### config.mk
export PLATFORM = sky130hd
export DESIGN_NAME = tmp_seq_ctrl_flat
export DESIGN_NICKNAME = d
export VERILOG_FILES = /design/src/rtl/tmp_seq_ctrl_if.sv /design/src/rtl/tmp_seq_ctrl.sv /design/src/flat_wrapper.sv
export SDC_FILE = /design/constraint.sdc
export NUM_CORES = 1
export LEC_CHECK = 0
export CAP_MARGIN = 30
export CORE_UTILIZATION = 27
export DETAILED_ROUTE_END_ITERATION = 10
export GPL_TIMING_DRIVEN = 1
export SYNTH_ARGS = -nofsm -noshare
export SYNTH_HDL_FRONTEND = slang
export SYNTH_SLANG_ARGS = --single-unit
export TNS_END_PERCENT = 100
### constraint.sdc
create_clock -name clk -period 4.62 [get_ports clk]
set_clock_uncertainty 0.1 [all_clocks]
set_input_delay 0.693 -clock clk [delete_from_list [all_inputs] [get_ports clk]]
set_output_delay 0.693 -clock clk [all_outputs]
set_load 0.02 [all_outputs]
### src/rtl/tmp_seq_ctrl_if.sv
// tmp_seq_ctrl_if
//   Request and result bus of the temperature front-end sequencer.
//   Request side : start, cont, ch_sel (single-shot channel), ready (result consumer).
//   Result side  : valid, code, code_ch, ovf (sticky overwrite flag).
//   slave  : sequencer view (drives the result side).
//   master : host / testbench view (drives the request side).
interface tmp_seq_ctrl_if #(
    parameter int N_CH   = 2,
    parameter int CODE_W = 8
);
    localparam int CH_W = (N_CH > 1) ? $clog2(N_CH) : 1;

    logic              start;
    logic              cont;
    logic [CH_W-1:0]   ch_sel;
    logic              ready;
    logic              valid;
    logic [CODE_W-1:0] code;
    logic [CH_W-1:0]   code_ch;
    logic              ovf;

    modport slave (
        input  start, cont, ch_sel, ready,
        output valid, code, code_ch, ovf
    );

    modport master (
        output start, cont, ch_sel, ready,
        input  valid, code, code_ch, ovf
    );
endinterface

### src/rtl/tmp_seq_ctrl.sv
// tmp_seq_ctrl
//   Sequencer for the switched-cap temperature front-end with N_CH channels.
//   Each run: PRECHARGE -> DIODE -> SETTLE -> CONVERT (first-order charge balance,
//   comparator ones counted) -> OUTPUT (result presented on the valid/ready port).
// Ports
//   clk, reset          : clock, synchronous active-high reset
//   bus (slave)         : start/cont/ch_sel/ready in, valid/code/code_ch/ovf out
//   cmp                 : pre-synchronised comparator decision
//   ch_en               : one-hot active channel, 0 while idle
//   preChrg, PA..PD     : precharge and cap switch controls
//   PI2, PII2           : big / small diode current enables
//   src_n, snk          : charge-balance toggles
//   cmp_p1, cmp_p2      : complementary comparator chop phases
//   busy                : sequencer not idle
module tmp_seq_ctrl #(
    parameter int N_CH       = 2,
    parameter int PRE_CYC    = 11,
    parameter int DIODE_CYC  = 1,
    parameter int SETTLE_CYC = 7,
    parameter int CONV_LOG2  = 8,
    parameter int CODE_W     = 8,
    parameter int CHOP       = 1
) (
    input  logic                clk,
    input  logic                reset,
    tmp_seq_ctrl_if.slave       bus,
    input  logic                cmp,
    output logic [N_CH-1:0]     ch_en,
    output logic                preChrg,
    output logic                PA,
    output logic                PB,
    output logic                PC,
    output logic                PD,
    output logic                PI2,
    output logic                PII2,
    output logic                src_n,
    output logic                snk,
    output logic                cmp_p1,
    output logic                cmp_p2,
    output logic                busy
);
    localparam int CH_W     = (N_CH > 1) ? $clog2(N_CH) : 1;
    localparam int CONV_LEN = 2 ** CONV_LOG2;
    localparam int MAX_A    = (PRE_CYC > DIODE_CYC) ? PRE_CYC : DIODE_CYC;
    localparam int MAX_B    = (SETTLE_CYC > CONV_LEN) ? SETTLE_CYC : CONV_LEN;
    localparam int MAX_LEN  = (MAX_A > MAX_B) ? MAX_A : MAX_B;
    localparam int CNT_W    = $clog2(MAX_LEN + 1);
    localparam int ONES_W   = CONV_LOG2 + 1;

    typedef enum logic [2:0] {
        S_IDLE, S_PRE, S_DIODE, S_SETTLE, S_CONV, S_OUT
    } state_t;

    state_t            state, state_nxt;
    logic [CNT_W-1:0]  cnt, cnt_nxt;
    logic [CH_W-1:0]   chan, chan_nxt;
    logic [ONES_W-1:0] ones, ones_sum;
    logic              chop_nxt;
    logic              load;

    // A full conversion of ones can reach 2**CONV_LOG2, one more than fits CODE_W
    // when CODE_W == CONV_LOG2, so clamp to the all-ones code.
    function automatic logic [CODE_W-1:0] sat_code(input logic [ONES_W-1:0] v);
        if ((v >> CODE_W) != '0)
            return '1;
        return CODE_W'(v);
    endfunction

    assign ones_sum = ones + ONES_W'(cmp);
    assign load     = (state_nxt == S_OUT);

    always_comb begin
        state_nxt = state;
        cnt_nxt   = cnt + 1'b1;
        chan_nxt  = chan;
        case (state)
            S_IDLE: begin
                cnt_nxt = '0;
                if (bus.cont) begin
                    chan_nxt  = '0;
                    state_nxt = S_PRE;
                end else if (bus.start && (32'(bus.ch_sel) < N_CH)) begin
                    chan_nxt  = bus.ch_sel;
                    state_nxt = S_PRE;
                end
            end
            S_PRE: if (cnt == CNT_W'(PRE_CYC - 1)) begin
                cnt_nxt   = '0;
                state_nxt = S_DIODE;
            end
            S_DIODE: if (cnt == CNT_W'(DIODE_CYC - 1)) begin
                cnt_nxt   = '0;
                state_nxt = S_SETTLE;
            end
            S_SETTLE: if (cnt == CNT_W'(SETTLE_CYC - 1)) begin
                cnt_nxt   = '0;
                state_nxt = S_CONV;
            end
            S_CONV: if (cnt == CNT_W'(CONV_LEN - 1)) begin
                cnt_nxt   = '0;
                state_nxt = S_OUT;
            end
            S_OUT: begin
                cnt_nxt = '0;
                if (bus.cont) begin
                    chan_nxt  = (chan == CH_W'(N_CH - 1)) ? '0 : chan + 1'b1;
                    state_nxt = S_PRE;
                end else begin
                    state_nxt = S_IDLE;
                end
            end
            default: begin
                cnt_nxt   = '0;
                state_nxt = S_IDLE;
            end
        endcase
        // Chop phase flips for the second half of the conversion window.
        chop_nxt = (CHOP != 0) && (state_nxt == S_CONV) && cnt_nxt[CONV_LOG2-1];
    end

    // Outputs are registered from the next state so they line up exactly with
    // the cycles the FSM spends in each state.
    always_ff @(posedge clk) begin
        if (reset) begin
            state       <= S_IDLE;
            cnt         <= '0;
            chan        <= '0;
            ones        <= '0;
            ch_en       <= '0;
            preChrg     <= 1'b0;
            PA          <= 1'b0;
            PB          <= 1'b0;
            PC          <= 1'b0;
            PD          <= 1'b0;
            PI2         <= 1'b0;
            PII2        <= 1'b0;
            src_n       <= 1'b0;
            snk         <= 1'b0;
            cmp_p1      <= 1'b0;
            cmp_p2      <= 1'b1;
            busy        <= 1'b0;
            bus.valid   <= 1'b0;
            bus.code    <= '0;
            bus.code_ch <= '0;
            bus.ovf     <= 1'b0;
        end else begin
            state   <= state_nxt;
            cnt     <= cnt_nxt;
            chan    <= chan_nxt;
            ones    <= (state == S_CONV) ? ones_sum : '0;
            busy    <= (state_nxt != S_IDLE);
            ch_en   <= (state_nxt != S_IDLE) ? (N_CH'(1) << chan_nxt) : '0;
            preChrg <= (state_nxt == S_PRE);
            PB      <= (state_nxt == S_PRE);
            PC      <= (state_nxt == S_PRE);
            PD      <= (state_nxt == S_PRE);
            PII2    <= (state_nxt == S_DIODE);
            PI2     <= (state_nxt == S_SETTLE) || (state_nxt == S_CONV);
            PA      <= (state_nxt == S_OUT);
            cmp_p1  <= chop_nxt;
            cmp_p2  <= ~chop_nxt;

            // Charge balance: the comparator decision picks which toggle moves.
            if ((state == S_SETTLE) || (state == S_CONV)) begin
                if (cmp)
                    src_n <= ~src_n;
                else
                    snk <= ~snk;
            end

            // Result port: a new result always loads; overwriting an unread one
            // (valid held, consumer not ready this edge) sets the sticky flag.
            if (load) begin
                bus.code    <= sat_code(ones_sum);
                bus.code_ch <= chan;
                bus.valid   <= 1'b1;
                if (bus.valid && !bus.ready)
                    bus.ovf <= 1'b1;
            end else if (bus.valid && bus.ready) begin
                bus.valid <= 1'b0;
            end
        end
    end
endmodule

### src/flat_wrapper.sv
// flat-port wrapper written by rule: the top's interface ports become plain ports
module tmp_seq_ctrl_flat 
#(
    parameter int N_CH       = 2,
    parameter int PRE_CYC    = 11,
    parameter int DIODE_CYC  = 1,
    parameter int SETTLE_CYC = 7,
    parameter int CONV_LOG2  = 8,
    parameter int CODE_W     = 8,
    parameter int CHOP       = 1
)
  (clk, reset, cmp, ch_en, preChrg, PA, PB, PC, PD, PI2, PII2, src_n, snk, cmp_p1, cmp_p2, busy, bus_start, bus_cont, bus_ch_sel, bus_ready, bus_valid, bus_code, bus_code_ch, bus_ovf);
  tmp_seq_ctrl_if #(.N_CH(N_CH), .CODE_W(CODE_W)) bus_i ();
  input  logic clk;
  input  logic reset;
  input  logic cmp;
  output logic [N_CH-1:0] ch_en;
  output logic preChrg;
  output logic PA;
  output logic PB;
  output logic PC;
  output logic PD;
  output logic PI2;
  output logic PII2;
  output logic src_n;
  output logic snk;
  output logic cmp_p1;
  output logic cmp_p2;
  output logic busy;
  input wire logic [$bits(bus_i.start)-1:0] bus_start;
  input wire logic [$bits(bus_i.cont)-1:0] bus_cont;
  input wire logic [$bits(bus_i.ch_sel)-1:0] bus_ch_sel;
  input wire logic [$bits(bus_i.ready)-1:0] bus_ready;
  output wire logic [$bits(bus_i.valid)-1:0] bus_valid;
  output wire logic [$bits(bus_i.code)-1:0] bus_code;
  output wire logic [$bits(bus_i.code_ch)-1:0] bus_code_ch;
  output wire logic [$bits(bus_i.ovf)-1:0] bus_ovf;
  assign bus_i.start = bus_start;
  assign bus_i.cont = bus_cont;
  assign bus_i.ch_sel = bus_ch_sel;
  assign bus_i.ready = bus_ready;
  assign bus_valid = bus_i.valid;
  assign bus_code = bus_i.code;
  assign bus_code_ch = bus_i.code_ch;
  assign bus_ovf = bus_i.ovf;
  tmp_seq_ctrl #(.N_CH(N_CH), .PRE_CYC(PRE_CYC), .DIODE_CYC(DIODE_CYC), .SETTLE_CYC(SETTLE_CYC), .CONV_LOG2(CONV_LOG2), .CODE_W(CODE_W), .CHOP(CHOP)) u_core (.clk(clk), .reset(reset), .bus(bus_i), .cmp(cmp), .ch_en(ch_en), .preChrg(preChrg), .PA(PA), .PB(PB), .PC(PC), .PD(PD), .PI2(PI2), .PII2(PII2), .src_n(src_n), .snk(snk), .cmp_p1(cmp_p1), .cmp_p2(cmp_p2), .busy(busy));
endmodule
# Word level (Yosys, flattened, before mapping)
# Index checks and enable logic that the tools add are counted.
[op_classes]
addsub = 3
n_eq_ne = 13
shifts = 1
n_mux = 25
n_bitwise = 6
n_reduce_logical = 15
[ops]
columns = ["operator", "count"]
rows = [
  ["$mux W9", 4],
  ["$pmux W9 S4", 1],
  ["$mux W3", 6],
  ["$pmux W3 S6", 1],
  ["$mux W8", 2],
  ["$eq A3 B2 Y1 const B", 4],
  ["$eq A3 B3 Y1 const B", 4],
  ["$mux W1", 10],
  ["$add A9 B1 Y9", 1],
  ["$add A9 B1 Y9 const B", 1],
  ["$eq A9 B3 Y1 const B", 1],
  ["$eq A9 B4 Y1 const B", 1],
  ["$eq A9 B8 Y1 const B", 1],
  ["$logic_not A9 Y1", 1],
  ["$eq A3 B1 Y1 const B", 2],
  ["$not A1 Y1", 6],
  ["$reduce_and A2 Y1", 3],
  ["$reduce_or A2 Y1", 2],
  ["$logic_and A1 B1 Y1", 3],
  ["$logic_not A3 Y1", 1],
  ["$reduce_bool A3 Y1", 1],
  ["$logic_or A1 B1 Y1", 2],
  ["$pmux W1 S2", 1],
  ["$reduce_bool A2 Y1", 1],
  ["3 further kinds", 3],
]
[totals]
regBits = 44
inputBits = 7
word_cells = 81

# Logic depth before layout (Yosys ltp)
[logic_depth]
word_depth = 7
depth_mapped = 10
depth_no_buf = 8

# Worst setup path before layout
# No wires, ideal clock.
[synth_timing]
path_kind = "in2reg"
from = "input port cmp"
to = "register u_core.bus.code[0]"
setup_time_ns = 0.141
t_arrival_ns = 2.066
required_ns = 4.379
slack_ns = 2.312
stages = 6
path_buffers = 0
cell_sequence = "ha_1 > ha_1 > nand3_1 > nor3_1 > mux2i_1 > a211oi_1"
[synth_via]
elab_chain_cells = 5
[synth_lines]
columns = ["element", "line_no", "source"]
rows = [
  ["start, declared", "flat_wrapper.sv:16", "input logic cmp;"],
  ["$add A9 B1 Y9 *", "tmp_seq_ctrl.sv:69", "assign ones_sum = ones + ONES_W'(cmp);"],
  ["$mux W1", "tmp_seq_ctrl.sv:64", "if ((v >> CODE_W) != '0)"],
  ["$mux W1", "tmp_seq_ctrl.sv:173", "if (load) begin"],
  ["$mux W1", "tmp_seq_ctrl.sv:124", "if (reset) begin"],
  ["$mux W8 *", "tmp_seq_ctrl.sv:66", "return CODE_W'(v);"],
  ["end signal, assigned", "tmp_seq_ctrl.sv:174", "bus.code <= sat_code(ones_sum);"],
  ["end, declared", "tmp_seq_ctrl_if.sv:24", "output valid, code, code_ch, ovf"],
]
# Every way passes the cells marked *; elsewhere a longest branch is shown, timed or not. The select of a mux whose other input is x is not followed.
# A chain may end at the register's enable or synchronous reset.

# Final worst setup path
# Same ends and word-level chain as after synthesis.

==> flow_metrics.tcl <==
set metrics [dict create \
    synth_top_family_by_area "simple AND/OR/NAND/NOR gates" \
    post_dp_cell_area_sq_mm 0.00240 \
    rsz0062_at_grt "false" \
    gp_congestion 0.766 \
    synth_cell_types 53 \
    die_y_um 88.6 \
    synth_nets 225 \
    ir_drop_mv 0.155 \
    synth-adder-area-share_pct 4.32 \
    setup_tns_ns 0 \
    drive_above_1_share_pct 8.79 \
    n_antenna_cell 0 \
    grt_pass1_vias 1412 \
    ys_seq_elements 44 \
    root_buffer "clkbuf_8" \
    detail_route.first_pass.iterations 4 \
    critPathLaunchType "primary input" \
    ant_nets 0 \
    grt_use_total_pct 11.3 \
    async_reset_ff_share_pct 0 \
    start_util_pct 27.9 \
    p_leak_uw 0.000841 \
    synth_warnings 0 \
    setup_viol 0 \
    syn_area_sq_mm 0.00203 \
    place_ws_ns 1.49 \
    synth.yosys.seq_area_share_pct 43.5 \
    grt_pass1_wl_um 6710 \
    synth.area.mux_share_pct 1.48 \
    period_share_pct 60.9 \
    max_cap_violations 0 \
    cts_tree "done" \
    crit_arrival_ns 2.86 \
    grt_max_degree 19 \
    hold_buffers 0 \
    routed_wl_um 4090 \
    stdcell_area_sq_mm 0.00251 \
    dieArea_sq_mm 0.00785 \
    dr_total_vias 1572 \
    slew_violations 0 \
    drc 0 \
    dpl.hpwl_um 2980 \
    synthCells 211 \
    yosys.area_share.simple_pct 23.3 \
    critPathCaptureType "flip-flop" \
    synth-compound-area-share_pct 16.2 \
    setup_slack_ns 1.81 \
    cp_max_fo 8 \
    rows 31 \
    min_path_cells 2 \
    final_common_cell "dfxtp_1" \
    cts_buffer_depth 2 \
    routed_via_density 4.65 \
    coreArea_sq_mm 0.00725 \
    fmax_mhz 355 \
    portBuffers 31 \
    drt_iter0_drc 102 \
    slew_headroom_pct 55.0 \
    final_cell_mix "dfxtp_1 (44), clkdlybuf4s50_1 (31), nor2_1 (28), a211oi_1 (16), inv_1 (10)" \
    hold_class "reg2reg" \
    cts.sinks 44 \
    h-tree-depth 2 \
    dominantRegCellSynth "dfxtp_1" \
    syn_avg_cell_area_sq_um 9.60 \
    finalNonFillerCells 338 \
    die_width_um 88.6 \
    r2r.worst_path.cells 8 \
    grt_antenna_before_repair 0 \
    synthXorXnorAreaFrac_pct 6.05 \
    post_cts_buffers 0 \
    finalHoldViolCount 0 \
    clk_pin_slew_ns 0.08 \
    syn2layout_area_growth_pct 24.0 \
    status "complete, no violations" \
    grt_overflow 0 \
    placedCellCount 330 \
    final_nets 252 \
    worst_skew_pair.late_latency_ns 0.29 \
    crit_type "in2reg" \
    numCtsBuffers 5 \
    powerDensity_mw_per_mm2 296 \
    synth_edf_count 0 \
    critPathRequiredTime_ns 4.67 \
    worstMarginPinSlew_ns 0.673 \
    routedWlPerCell_um 12.1 \
    ios 32 \
    min_period_ns 2.81 \
    power_uw 743 \
    cts_resized 0 \
]
synth_stat cells, types with 2 or more instances:
library cell | instances | share of area [%]
dfxtp_1 | 44 | 43
o32ai_1 | 2 | 0.86
and2_1 | 2 | 0.62
inv_1 | 10 | 1.9
nand4_1 | 4 | 1.2
xnor2_1 | 6 | 2.6
nor3b_1 | 2 | 0.74
a21oi_1 | 6 | 1.5
mux2i_1 | 3 | 1.5
buf_4 | 5 | 1.9
nand2b_1 | 5 | 1.5
xor2_1 | 8 | 3.5
nor3b_2 | 2 | 1.2
nor2b_1 | 4 | 1.2
a31oi_1 | 2 | 0.62
clkbuf_1 | 3 | 0.56
ha_1 | 7 | 4.3
a211oi_1 | 16 | 5.9
nand2_1 | 9 | 1.7
buf_2 | 2 | 0.49
nor2_1 | 28 | 5.2
nand3_1 | 5 | 1.2
nor3_1 | 5 | 1.2
and4_1 | 2 | 0.86
where the power goes:
| group | internal [uW] | switching, uW |
|---|---|---|
| clock | 160 | 132 |
| combinational | 28.4 | 31.4 |
| sequential | 385 | 7.02 |
kinds of logic after synthesis:
family	count (synthesis)
muxes	3
xor gates and xnor gates	14
buffers and inverters	22
AOI/OAI and AO/OA	40
DFF	44
and+or+nand+nor	81
adders and majority gates	7
flip-flops by register name, summed over array words and instances (netlist names), 2 cells and up:
signal,count
u_core.bus.code,8
u_core.cnt,9
u_core.state,3
u_core.ch_en,2
u_core.ones,9
critical path, cell delays in order:
cell and delay, ns:
clkdlybuf4s50_1 0.50, ha_1 0.20, ha_1 0.21, nand3_1 0.14, nor3_1 0.36, mux2i_1 0.61
a211oi_1 0.16
cell type report:
cell class,instances,area [sq um]
Multi-Input combinational cell,145,1040
Clock buffer,5,68.8
Timing Repair Buffer,32,318
Fill cell,736,4740
Tap cell,99,124
Inverter,10,37.5
Clock inverter,3,42.5
Sequential cell,44,881
path summary, 6_finish.rpt:
check                                    from                               to  slack (ns)
hold reg to reg   u_core.bus.ovf$_SDFFE_PP0P_      u_core.bus.ovf$_SDFFE_PP0P_        0.37
hold / removal    u_core.bus.ovf$_SDFFE_PP0P_      u_core.bus.ovf$_SDFFE_PP0P_        0.37
setup reg to reg     u_core.cnt[2]$_SDFF_PP0_  u_core.bus.code[0]$_SDFFE_PP0N_        1.88
setup / recovery                          cmp  u_core.bus.code[0]$_SDFFE_PP0N_        1.81
metrics by stage:
stage	hold WS (ns)	util (%)
final	0.375	34.6
after global routing	0.410	34.6
after CTS	0.377	34.6
after detailed placement	0.360	33.1
after global placement	0.350	33.1
after floorplan	0.373	-
per-layer routing:
layer / wire, um / global-route usage (%)
met5: 0 / 0
met4: 61 / 3.96
met3: 206 / 3.26
met2: 1930 / 18.0
met1: 1890 / 14.5
No activity file was read; power rests on OpenSTA's default activity.
